$ cat config.mk
export PLATFORM = sky130hd
export DESIGN_NAME = keyboard_renderer
export DESIGN_NICKNAME = d
export VERILOG_FILES = /design/src/rtl/keyboard_renderer.sv
export SDC_FILE = /design/constraint.sdc
export NUM_CORES = 1
export LEC_CHECK = 0
export ABC_AREA = 0
export BUFFER_PORTS_ARGS = -buffer_cell sky130_fd_sc_hd__buf_4
export CAP_MARGIN = 20
export CORE_UTILIZATION = 30
export CTS_BUF_LIST = sky130_fd_sc_hd__clkbuf_4 sky130_fd_sc_hd__clkbuf_8 sky130_fd_sc_hd__clkbuf_16
export DETAILED_ROUTE_END_ITERATION = 12
export PLACE_DENSITY = 0.47
export SLEW_MARGIN = 40
export SYNTH_ARGS = -nofsm -noshare
export SYNTH_HDL_FRONTEND = slang
export SYNTH_SLANG_ARGS = --single-unit
$ cat constraint.sdc
create_clock -name clock -period 2.4 [get_ports clock]
set_clock_uncertainty 0.05 [all_clocks]
set_input_delay 0 -clock clock [delete_from_list [all_inputs] [get_ports clock]]
set_output_delay 0 -clock clock [all_outputs]
set_load 0.01 [all_outputs]
$ cat src/rtl/keyboard_renderer.sv
// On-screen keyboard renderer: paints the full frame after reset, then repaints only the key
// columns whose pressed state changed. Optional black-key stubs via KBD_BLACK_KEYS_EN.
module keyboard_renderer #(
    parameter int unsigned NUM_KEYS  = 8,
    parameter int unsigned KEY_W     = 20,
    parameter int unsigned SCREEN_W  = 160,
    parameter int unsigned SCREEN_H  = 120,
    parameter int unsigned X_W       = 8,
    parameter int unsigned Y_W       = 7,
    parameter logic [2:0]  C_KEY     = 3'b111,
    parameter logic [2:0]  C_PRESSED = 3'b100,
    parameter logic [2:0]  C_BORDER  = 3'b000,
    parameter int unsigned BLACK_H   = 72
) (
    input  logic                clock,
    input  logic                reset,
    input  logic [NUM_KEYS-1:0] pressed_keys,
    output logic [X_W-1:0]      x,
    output logic [Y_W-1:0]      y,
    output logic [2:0]          colour,
    output logic                plot,
    output logic                busy,
    output logic                frame_done
);

    localparam int unsigned KW  = (NUM_KEYS > 1) ? $clog2(NUM_KEYS) : 1;
    localparam int unsigned LW  = $clog2(KEY_W + 1);
    localparam int unsigned KIW = $clog2(SCREEN_W + 1);

    if (NUM_KEYS * KEY_W > SCREEN_W) begin : g_bad_width
        $error("keyboard_renderer: NUM_KEYS*KEY_W exceeds SCREEN_W");
    end
    if (BLACK_H > SCREEN_H) begin : g_bad_black
        $error("keyboard_renderer: BLACK_H exceeds SCREEN_H");
    end

    // StDone holds the last pixel on the bus for one cycle before returning to idle.
    typedef enum logic [1:0] {StIdle, StFull, StKey, StDone} state_e;

    state_e              state_q, state_d;
    logic                full_req_q, full_req_d;
    logic [NUM_KEYS-1:0] key_q, drawn_q, drawn_d;
    logic [KW-1:0]       k_q, k_d;
    logic                snap_q, snap_d;
    logic [X_W-1:0]      base_q, base_d;
    logic [X_W-1:0]      cx_q, cx_d;
    logic [Y_W-1:0]      cy_q, cy_d;
    logic [LW-1:0]       lx_q, lx_d;
    logic [KIW-1:0]      kidx_q, kidx_d;
    logic [X_W-1:0]      x_q, x_d;
    logic [Y_W-1:0]      y_q, y_d;
    logic [2:0]          colour_q, colour_d;
    logic                plot_q, plot_d;
    logic                busy_q, busy_d;
    logic                frame_done_q, frame_done_d;

    logic [NUM_KEYS-1:0] diff;
    logic [KW-1:0]       low_k;
    logic                pix_pressed;
    logic [2:0]          pix_colour;
    logic                last_col, last_row;

    always_comb begin
        diff  = key_q ^ drawn_q;
        low_k = '0;
        for (int i = int'(NUM_KEYS) - 1; i >= 0; i--) begin
            if (diff[i]) low_k = KW'(i);
        end
    end

    // Full draw paints every key as released; a key pass uses the snapshot taken in idle.
    always_comb begin
        pix_pressed = (state_q == StKey) ? snap_q : 1'b0;
        if (kidx_q >= KIW'(NUM_KEYS)) begin
            pix_colour = C_BORDER;
        end else if (lx_q == LW'(KEY_W - 1) || cy_q == Y_W'(SCREEN_H - 1)) begin
            pix_colour = C_BORDER;
`ifdef KBD_BLACK_KEYS_EN
        end else if (cy_q < Y_W'(BLACK_H) &&
                     ((lx_q < LW'(2) && kidx_q != '0) ||
                      (lx_q >= LW'(KEY_W - 3) && kidx_q < KIW'(NUM_KEYS - 1)))) begin
            pix_colour = C_BORDER;
`endif
        end else begin
            pix_colour = pix_pressed ? C_PRESSED : C_KEY;
        end
    end

    always_comb begin
        state_d      = state_q;
        full_req_d   = full_req_q;
        drawn_d      = drawn_q;
        k_d          = k_q;
        snap_d       = snap_q;
        base_d       = base_q;
        cx_d         = cx_q;
        cy_d         = cy_q;
        lx_d         = lx_q;
        kidx_d       = kidx_q;
        x_d          = x_q;
        y_d          = y_q;
        colour_d     = colour_q;
        plot_d       = 1'b0;
        frame_done_d = 1'b0;
        last_col     = (state_q == StFull) ? (cx_q == X_W'(SCREEN_W - 1))
                                           : (lx_q == LW'(KEY_W - 1));
        last_row     = (cy_q == Y_W'(SCREEN_H - 1));

        unique case (state_q)
            StIdle: begin
                if (full_req_q) begin
                    state_d    = StFull;
                    full_req_d = 1'b0;
                    cx_d       = '0;
                    cy_d       = '0;
                    lx_d       = '0;
                    kidx_d     = '0;
                end else if (|diff) begin
                    state_d = StKey;
                    k_d     = low_k;
                    snap_d  = key_q[low_k];
                    base_d  = X_W'(32'(low_k) * KEY_W);
                    cx_d    = X_W'(32'(low_k) * KEY_W);
                    cy_d    = '0;
                    lx_d    = '0;
                    kidx_d  = KIW'(low_k);
                end
            end
            StFull, StKey: begin
                x_d      = cx_q;
                y_d      = cy_q;
                colour_d = pix_colour;
                plot_d   = 1'b1;
                if (last_col) begin
                    cx_d   = (state_q == StFull) ? '0 : base_q;
                    lx_d   = '0;
                    kidx_d = (state_q == StFull) ? '0 : kidx_q;
                    if (last_row) begin
                        cy_d    = '0;
                        state_d = StDone;
                        if (state_q == StFull) drawn_d = '0;
                        else                   drawn_d[k_q] = snap_q;
                    end else begin
                        cy_d = cy_q + Y_W'(1);
                    end
                end else begin
                    cx_d = cx_q + X_W'(1);
                    if (lx_q == LW'(KEY_W - 1)) begin
                        lx_d   = '0;
                        kidx_d = kidx_q + KIW'(1);
                    end else begin
                        lx_d = lx_q + LW'(1);
                    end
                end
            end
            StDone: begin
                state_d      = StIdle;
                frame_done_d = 1'b1;
            end
            default: state_d = StIdle;
        endcase

        busy_d = (state_d != StIdle);
    end

    always_ff @(posedge clock) begin
        if (reset) begin
            state_q      <= StIdle;
            full_req_q   <= 1'b1;
            key_q        <= '0;
            drawn_q      <= '0;
            k_q          <= '0;
            snap_q       <= 1'b0;
            base_q       <= '0;
            cx_q         <= '0;
            cy_q         <= '0;
            lx_q         <= '0;
            kidx_q       <= '0;
            x_q          <= '0;
            y_q          <= '0;
            colour_q     <= '0;
            plot_q       <= 1'b0;
            busy_q       <= 1'b0;
            frame_done_q <= 1'b0;
        end else begin
            state_q      <= state_d;
            full_req_q   <= full_req_d;
            key_q        <= pressed_keys;
            drawn_q      <= drawn_d;
            k_q          <= k_d;
            snap_q       <= snap_d;
            base_q       <= base_d;
            cx_q         <= cx_d;
            cy_q         <= cy_d;
            lx_q         <= lx_d;
            kidx_q       <= kidx_d;
            x_q          <= x_d;
            y_q          <= y_d;
            colour_q     <= colour_d;
            plot_q       <= plot_d;
            busy_q       <= busy_d;
            frame_done_q <= frame_done_d;
        end
    end

    assign x          = x_q;
    assign y          = y_q;
    assign colour     = colour_q;
    assign plot       = plot_q;
    assign busy       = busy_q;
    assign frame_done = frame_done_q;

endmodule
# Word-level counts from Yosys, hierarchy flattened

Cells that the tools add are included.

Input port bits: 10
Word-level logic and storage cells: 97
Output and inout bits: 21
Flip-flop bits (word level): 78

$mul: 1
$lt $le $gt $ge: 4
Reduce and logical (&&, ||, !) cells: 12
Multiplexer cells: 47
Add/sub/neg operators: 4
Eq/ne operators: 10
Bitwise gates (word level): 2

Operators with widths:

| kind                                                                                 | number |
|---|---|
| 8-bit 2-to-1 mux                                                                     | 10 |
| 8-bit one-hot mux with 2 select lines                                                | 2 |
| 3-bit 2-to-1 mux                                                                     | 10 |
| 7-bit 2-to-1 mux                                                                     | 4 |
| 5-bit 2-to-1 mux                                                                     | 4 |
| 8-bit by 1-bit adder with 8-bit output (second input constant)                       | 2 |
| 7-bit one-hot mux with 2 select lines                                                | 1 |
| 2-bit 2-to-1 mux                                                                     | 5 |
| 5-bit one-hot mux with 2 select lines                                                | 1 |
| 3-bit != test (second input constant)                                                | 3 |
| 3-bit AND reduction                                                                  | 3 |
| 8-bit bitwise mux                                                                    | 1 |
| 8-bit equality test (second input constant)                                          | 1 |
| 8-bit by 4-bit greater-or-equal comparator with 1-bit output (second input constant) | 1 |
| 3-bit by 4-bit less-than comparator with 1-bit output (second input constant)        | 2 |
| 8-bit OR reduction                                                                   | 1 |
| 8-bit bitwise XOR                                                                    | 1 |
| 7-bit by 1-bit adder with 7-bit output (second input constant)                       | 1 |
| 7-bit equality test (second input constant)                                          | 1 |
| 3-bit by 3-bit multiplier with 6-bit output (second input constant)                  | 1 |
| 1-bit 2-to-1 mux                                                                     | 6 |
| 2-bit one-hot mux with 3 select lines                                                | 1 |
| 5-bit by 1-bit adder with 5-bit output (second input constant)                       | 1 |
| 5-bit equality test (second input constant)                                          | 1 |
| other kinds (14)                                                                     | 16 |

# Depth between registers and ports, before layout

Gate-level depths: netlist of run 1.

Depth after elaboration: 13
Gate-level depth with buffers: 10
Depth with buffers taken out: 10

# Worst setup path after synthesis of run 1

OpenSTA, ideal clock, no wires.

Path kind: reg2reg
Start: reg drawn_q[2]
End: reg cx_q[6]
Buffers on the path: 0
Setup time: 0.132 ns
Path slack: 0.000 ns
Clock period less this slack: 2.400 ns
Arrival: 2.217 ns
Cell stages (with the launch flop): 11
Data required time: 2.218 ns
Cells stage by stage: dfxtp_1 > xnor2_1 > or2b_4 > or3_1 > inv_1 > ha_1 > ha_1 > ha_1 > a22o_1 > o21ai_0 > a21oi_1

Cells in the longest elaborated chain, start to end: 8
Elaborated cells on any way between the ends: 11
Those cells by class: mul (1); eq/ne (1); mux (6); bitwise (1); reduce/logical (2)

RTL lines:

| what                                        | line | RTL |
|---|---|---|
| start, declared                             | 42   | `logic [NUM_KEYS-1:0] key_q, drawn_q, drawn_d;` |
| start signal, assigned                      | 189  | `drawn_q <= drawn_d;` |
| 8-bit bitwise XOR                           | 64   | `diff = key_q ^ drawn_q;` |
| 3-bit 2-to-1 mux (3 in series)              | 67   | `if (diff[i]) low_k = KW'(i);` |
| via low_k[2]                                | 58   | `logic [KW-1:0] low_k;` |
| 3-bit by 3-bit multiplier with 6-bit output | 123  | `cx_d = X_W'(32'(low_k) * KEY_W);` |
| 8-bit 2-to-1 mux                            | 118  | `end else if (\|diff) begin` |
| 8-bit 2-to-1 mux                            | 111  | `if (full_req_q) begin` |
| 8-bit one-hot mux with 2 select lines       | 109  | `unique case (state_q)` |
| end signal, assigned                        | 175  | `cx_q <= '0;` |
| end signal, assigned                        | 193  | `cx_q <= cx_d;` |
| end, declared                               | 46   | `logic [X_W-1:0] cx_q, cx_d;` |

The timed path passes the listed nets, and every way through them passes these cells. The select of a mux whose other input is x is not followed.
A chain may end at the register's enable or synchronous reset.

# Worst setup path after layout of run 1

Start: reg key_q[3]
End: reg cx_q[6]

Cells in the longest elaborated chain, start to end: 9
Elaborated cells on any way between the ends: 12
Those cells by class: mul (1); eq/ne (1); mux (7); bitwise (1); reduce/logical (2)

RTL lines:

| what                                        | line | RTL |
|---|---|---|
| start, declared                             | 42   |  |
| start signal, assigned                      | 188  | `key_q <= pressed_keys;` |
| 8-bit bitwise XOR                           | 64   |  |
| 3-bit 2-to-1 mux (4 in series)              | 67   |  |
| via low_k[2]                                | 58   |  |
| 3-bit by 3-bit multiplier with 6-bit output | 123  |  |
| 8-bit 2-to-1 mux                            | 118  |  |
| 8-bit 2-to-1 mux                            | 111  |  |
| 8-bit one-hot mux with 2 select lines       | 109  |  |

The timed path passes the listed nets, and every way through them passes these cells. The select of a mux whose other input is x is not followed.

==> results of run 1 <==
==> Yosys cell counts (11+ instances only) <==
master and number:
nand3_1 12, o21ai_0 20, dfxtp_1 75, inv_1 12, nor2_1 49, xnor2_1 11
mux2i_1 20, clkbuf_1 11, nand2_1 18, a21oi_1 27, ha_1 13, nor2b_1 18
==> repair_timing <==
action	in CTS	in global routing
setup endpoints to repair	1	17
cloned	0	0
hold endpoints to repair	8	0
hold buffers	8	0
resized for setup	2	9
pin swaps	0	2
==> sequential cells by signal, indices dropped and copies added (netlist names), 2 cells and up <==
register and flops:
kidx_q 8, base_q 4, cy_q 7, cx_q 8, k_q 3, drawn_q 8
y 7, lx_q 5, x 8, state_q 2, key_q 8, colour 2
==> area by class of cell <==
class | instances | area [um2] | area share
multi-input combinational | 308 | 2160 | 0.440
sequential | 75 | 1500 | 0.306
timing repair buffer | 86 | 691 | 0.140
clock buffer | 11 | 246 | 0.0501
tap | 168 | 210 | 0.0427
clock inverter | 5 | 61.3 | 0.0125
inverter | 12 | 45.0 | 0.00915
==> how the worst max path moves through the flow <==
stage / start / cells after the start / to / slack (ns)
5_1_grt: key_q[3] / 10 / cx_q[6] / -0.06
3_3_place_gp: drawn_q[3] / 10 / cx_q[6] / -0.03
4_1_cts: drawn_q[3] / 10 / cx_q[6] / 0.002
3_5_place_dp: drawn_q[3] / 10 / cx_q[6] / -0.03
6_report: key_q[3] / 10 / cx_q[6] / 0.06
2_1_floorplan: drawn_q[2] / 10 / cx_q[6] / 0.0003
==> layer usage <==
| layer | vias up | wire, um |
|---|---|---|
| met5 | - | 0 |
| met3 | 8 | 340 |
| met4 | 0 | 129 |
| met2 | 51 | 4810 |
| li1 | 1660 | - |
| met1 | 1589 | 4960 |
==> cell families after synthesis <==
group           share of synthesized area
simple gates                        0.215
mux                                0.0563
fa+ha+maj                          0.0433
buf+inv                            0.0369
xor+xnor                           0.0483
compound gates                      0.201
flops                               0.399
==> metrics by stage <==
step | instances | hold slack (ns)
after detailed placement | 641 | 0.167
after floorplan | 416 | 0.0782
after global routing | 665 | 0.131
after CTS | 665 | 0.0922
final | 665 | 0.0976
after global placement | 641 | 0.168
==> where the power goes <==
| part | internal, uW | switching (uW) |
|---|---|---|
| Clock | 851 | 565 |
| Sequential | 1340 | 94.3 |
| Combinational | 515 | 633 |
==> out/qor.csv, run 1 <==
stage,metric,value,unit
worst_setup_path,path_cells,"xor2_2, or2b_4, or3_4, inv_2, ha_1, ha_1, ha_1, a22o_1, o21ai_2, a21oi_1",
floorplan,die_h,114,um
clock_tree,htreeDepth,3,
clock_tree,cts_buffer_depth,2,
floorplan,start_util,0.310,
global_route,grt_start_max_net_pins,56,
pwr,power,4000,uW
final_layout,areaGrowthSynthToFinish,31.0,%
global_route,grt_pass1_vias,3309,
worst_setup_path,crit_type,reg -> reg,
final_layout,drive_gt1_frac,0.245,
clock_tree,numCtsBuffers,9,
route,wl_per_cell,15.4,um
worst_setup_path,start_kind,flop,
floorplan,die-area,13000,um2
logic_synthesis,ys_ff_latch,75,
floorplan,die_w,114,um
global_route,use_met2,0.277,
clock_tree,cts_tree,built,
final_layout,nFillCells,1258,
pwr,p_leak,0.00194,uW
sta,fmax,427,MHz
placement,dp_hpwl,7340,um
min_path,min_to,frame_done,
global_route,grt_pass1_wl,17100,um
global_route,antenna_found_initial,0,
route,avgViaCountPerCell,4.97,
global_route,use_met3,0.0478,
global_route,grt-ovfl-total,0,
logic_synthesis,yosysTopAreaCellShare,0.399,
clock_tree,cts_setup_buffers,0,
worst_setup_path,critPathArrivalTime,2.49,ns
pwr,power_density,813,nW/um2
logic_synthesis,synth_cell_types,69,
floorplan,io_pins,31,
worst_setup_path,cp_top_family,simple AND/OR/NAND/NOR gates,
worst_setup_path,timing.rr.start,key_q[3],
route,via_count,3308,
sta,finalHoldViolations,0,
placement,placed_cell_area,4490,um2
worst_setup_path,crit_path_end_kind,flop,
run,cap_violations,0,
logic_synthesis,synth_nets,439,
placement,dp_slack,-0.0272,ns
worst_setup_path,r2r_end,cx_q[6],
logic_synthesis,syn_area,3760,um2
clock_tree,cts.sinks,75,
global_route,grtUsageTotal,0.173,
min_path,min_path_type,in -> reg,
min_path,worstHoldPathCells,2,
sta,final-setup-viol-count,0,
sta,rsz0062_at_grt,true,
worst_setup_path,r2r_slack,0.06,ns
pwr,ir_drop,0.471,mV
worst_setup_path,cp_common_cell,ha_1,
sta,worst_pin_slew,0.624,ns
sta,period_needed,2.34,ns
min_path,hp-start,reset,
final_layout,diodes,0,
final_layout,utilization,0.406,
worst_setup_path,crit_fanout,4,
clock_tree,root_buffer,clkbuf_16,
worst_setup_path,crit_required,2.55,ns
placement,gp_congestion,0.802,
sta,min_period_over_period,0.975,
sta,tns,0,ns
clock_tree,path_clk_slew,0.06,ns
logic_synthesis,synth_flop_cell,dfxtp_1,
route,initialDrtViolationCount,188,
worst_setup_path,cpPeakStageDelay,0.38,ns
route,ant_nets,0,
clock_tree,insertion_delay,0.35,ns
sta,fin_ws,0.0592,ns
global_route,grt.busiest_layer,met2,
final_layout,layout_common_cells,"buf_4 (76), dfxtp_1 (73), nor2_1 (49)",
logic_synthesis,yosysWarningCount,0,
worst_setup_path,r2r_cells,10,
placement,portBuffers,30,
outcome,status,finished clean,
logic_synthesis,yosys-top-cells-area,"dfxtp_1 (40%), mux2i_1 (5.3%), nor2_1 (4.9%), ha_1 (4.3%), a21oi_1 (3.6%)",
logic_synthesis,synth_top_area_cell,dfxtp_1,
final_layout,fin_area,4920,um2
floorplan,core,12100,um2
sta,slew_violations,0,
global_route,gr-usage-met1,0.222,
sta,timing.slew.headroom,0.584,
worst_setup_path,slowest_stage,or3_4,
logic_synthesis,syn_inst,416,
logic_synthesis,synth-seq-area-share,0.399,
final_layout,layout.nets,515,
floorplan,num_rows,40,
logic_synthesis,async_reset_ff_frac,0,
worst_setup_path,critPathBufInv,1,
logic_synthesis,synth_edf_count,0,
final_layout,final_common_cell,buf_4,
route,drt-total-wl,10200,um
logic_synthesis,synth.avg_cell_area,9.04,um2
route,route.detailed.drc,0,
route,dr.pass1.iters,4,
Note: power is estimated with default switching activity, not from simulation.
==> run 2: changes to the inputs <==
Settings changed: CAP_MARGIN 20 to not set, PLACE_DENSITY 0.47 to not set, PLACE_DENSITY_LB_ADDON set to 0.05.
==> out/qor.csv, run 2 (synthesis results as in run 1) <==
stage,metric,value,unit,change
outcome,status,finished clean,,
final_layout,layout.nets,512,,-0.58%
final_layout,final_common_cell,buf_4,,
sta,slew_violations,0,,unchanged
final_layout,areaGrowthSynthToFinish,31.1,%,about the same
floorplan,num_rows,40,,unchanged
placement,post-place-cells,637,,-0.62%
sta,final-setup-viol-count,0,,unchanged
route,dr.pass1.iters,4,,unchanged
route,avgViaCountPerCell,4.93,,-0.88%
worst_setup_path,crit_fanout,2,,-2
floorplan,die_h,114,um,unchanged
sta,min_period_over_period,0.967,,-0.00883
route,ant_nets,0,,unchanged
pwr,p_seq_frac,0.359,,about the same
clock_tree,cts_tree,built,,
global_route,antenna_found_initial,0,,unchanged
route,wl_per_cell,15.6,um,+1.6%
clock_tree,htreeDepth,3,,unchanged
placement,gp_congestion,0.782,,-2.5%
pwr,p_int,2770,uW,+2.3%
worst_setup_path,critPathArrivalTime,2.49,ns,about the same
floorplan,io_pins,31,,unchanged
worst_setup_path,crit_type,reg -> reg,,
final_layout,diodes,0,,unchanged
sta,period_needed,2.32,ns,-0.0212 ns
final_layout,drive_gt1_frac,0.263,,+0.0177
clock_tree,path_clk_slew,0.06,ns,about the same
final_layout,layout_common_cells,"buf_4 (75), dfxtp_1 (70), nor2_1 (49)",,
pwr,p_clk_frac,0.373,,+0.019
global_route,grt-ovfl-total,0,,unchanged
clock_tree,numCtsBuffers,9,,unchanged
pwr,ir_drop,0.539,mV,+15%
floorplan,start_util,0.310,,unchanged
clock_tree,insertion_delay,0.34,ns,about the same
sta,timing.slew.headroom,0.594,,+0.0105
floorplan,core,12100,um2,unchanged
global_route,grt_pass1_wl,17200,um,+0.93%
pwr,p_leak,0.00191,uW,-1.5%
floorplan,die_w,114,um,unchanged
final_layout,stdcell_count,662,,-0.45%
pwr,net-switching-power,1250,uW,-3.4%
placement,portBuffers,30,,unchanged
clock_tree,root_buffer,clkbuf_16,,
pwr,combinationalPowerShare,0.269,,-0.018
placement,dp_hpwl,7450,um,+1.5%
worst_setup_path,cpPeakStageDelay,0.37,ns,about the same
worst_setup_path,cp_common_cell,ha_4,,
route,route.detailed.drc,0,,unchanged
run,cap_violations,0,,unchanged
global_route,grt_pass1_vias,3272,,-1.1%
clock_tree,cts_buffer_depth,2,,unchanged
sta,tns,0,ns,unchanged
sta,worst_pin_slew,0.608,ns,-0.0164 ns
clock_tree,cts.sinks,75,,unchanged
global_route,grtUsageTotal,0.175,,+0.00278
worst_setup_path,crit_path_end_kind,flop,,
worst_setup_path,crit_required,2.57,ns,+0.02 ns
worst_setup_path,slowest_stage,or3_4,,
pwr,power_density,816,nW/um2,+0.39%
route,via_count,3264,,-1.3%
route,initialDrtViolationCount,131,,-30%
worst_setup_path,start_kind,flop,,
worst_setup_path,path_cells,"xnor2_2, or2b_4, or3_4, inv_2, ha_2, ha_4, ha_4, a22o_1, o21ai_1, a21oi_1",,
pwr,switching_share,0.310,,-0.0126
sta,finalHoldViolations,0,,unchanged
route,drt-total-wl,10400,um,+1.1%
floorplan,die-area,13000,um2,unchanged
min_path,min_path_type,in -> reg,,
sta,fmax,431,MHz,+0.91%
global_route,grt_start_max_net_pins,32,,-43%
-- run 2: path summary, 6_finish.rpt --
kind | slack, ns | end | cells after the start | startpoint
worst max-delay path | 0.08 | cx_q[6] | 10 | drawn_q[2]
worst min-delay path | 0.004 | frame_done | 2 | reset
worst max register to register | 0.08 | cx_q[6] | 10 | drawn_q[2]
worst min register to register | 0.42 | colour[2] | 2 | colour[2]
-- run 2: what timing repair did --
action	CTS	global route
buffers inserted	1	0
pin swaps	1	3
hold buffers	8	0
setup endpoints to repair	2	25
endpoints found under the hold margin	8	0
resized for setup	2	20
-- run 2: metal layers --
metal / up-vias / GRT usage / part of all wire
met1: 1525 / 0.230 / 0.49
met5: - / 0 / 0
met4: 0 / 0.0580 / 0.015
li1: 1656 / - / -
met2: 65 / 0.276 / 0.46
met3: 18 / 0.0505 / 0.036
-- run 2: per-stage QoR --
stage | total power (uW) | hold WS, ns | area, um2 | util | worst slack, ns
2_1_floorplan | 2100 | 0.0782 | 3760 | - | 0.000288
5_1_grt | 4270 | 0.0225 | 4930 | 0.407 | -0.00731
4_1_cts | 4070 | 0.0129 | 4850 | 0.401 | 0.0128
3_3_place_gp | 2530 | 0.165 | 4430 | 0.366 | -0.0175
6_report | 4020 | 0.00432 | 4930 | 0.407 | 0.0804
3_5_place_dp | 2530 | 0.169 | 4430 | 0.366 | -0.0375
-- run 2: critical path: cells and delay by family, from the launching register on --
kind / cells / cell delay, ns
compound gates: 3 / 0.42
xor+xnor: 1 / 0.16
fa+ha+maj: 3 / 0.51
flops: 1 / 0.33
simple gates: 2 / 0.66
buf+inv: 1 / 0.07
-- run 2: area by class of cell --
| type | count | area [um2] |
|---|---|---|
| clock inverter | 4 | 73.8 |
| tap | 168 | 210 |
| sequential | 75 | 1510 |
| clock buffer | 12 | 254 |
| fill | 1267 | 7190 |
| timing repair buffer | 83 | 643 |
| inverter | 12 | 45.0 |
| multi-input combinational | 308 | 2190 |
-- run 2: power by group through the flow --
stage               combinational, uW  clock [uW]  sequential [uW]
detailed placement               1060           0             1470
floorplan                         655           0             1450
global route                     1200        1610             1460
global placement                 1070           0             1460
finish                           1080        1500             1440
CTS                              1080        1550             1440
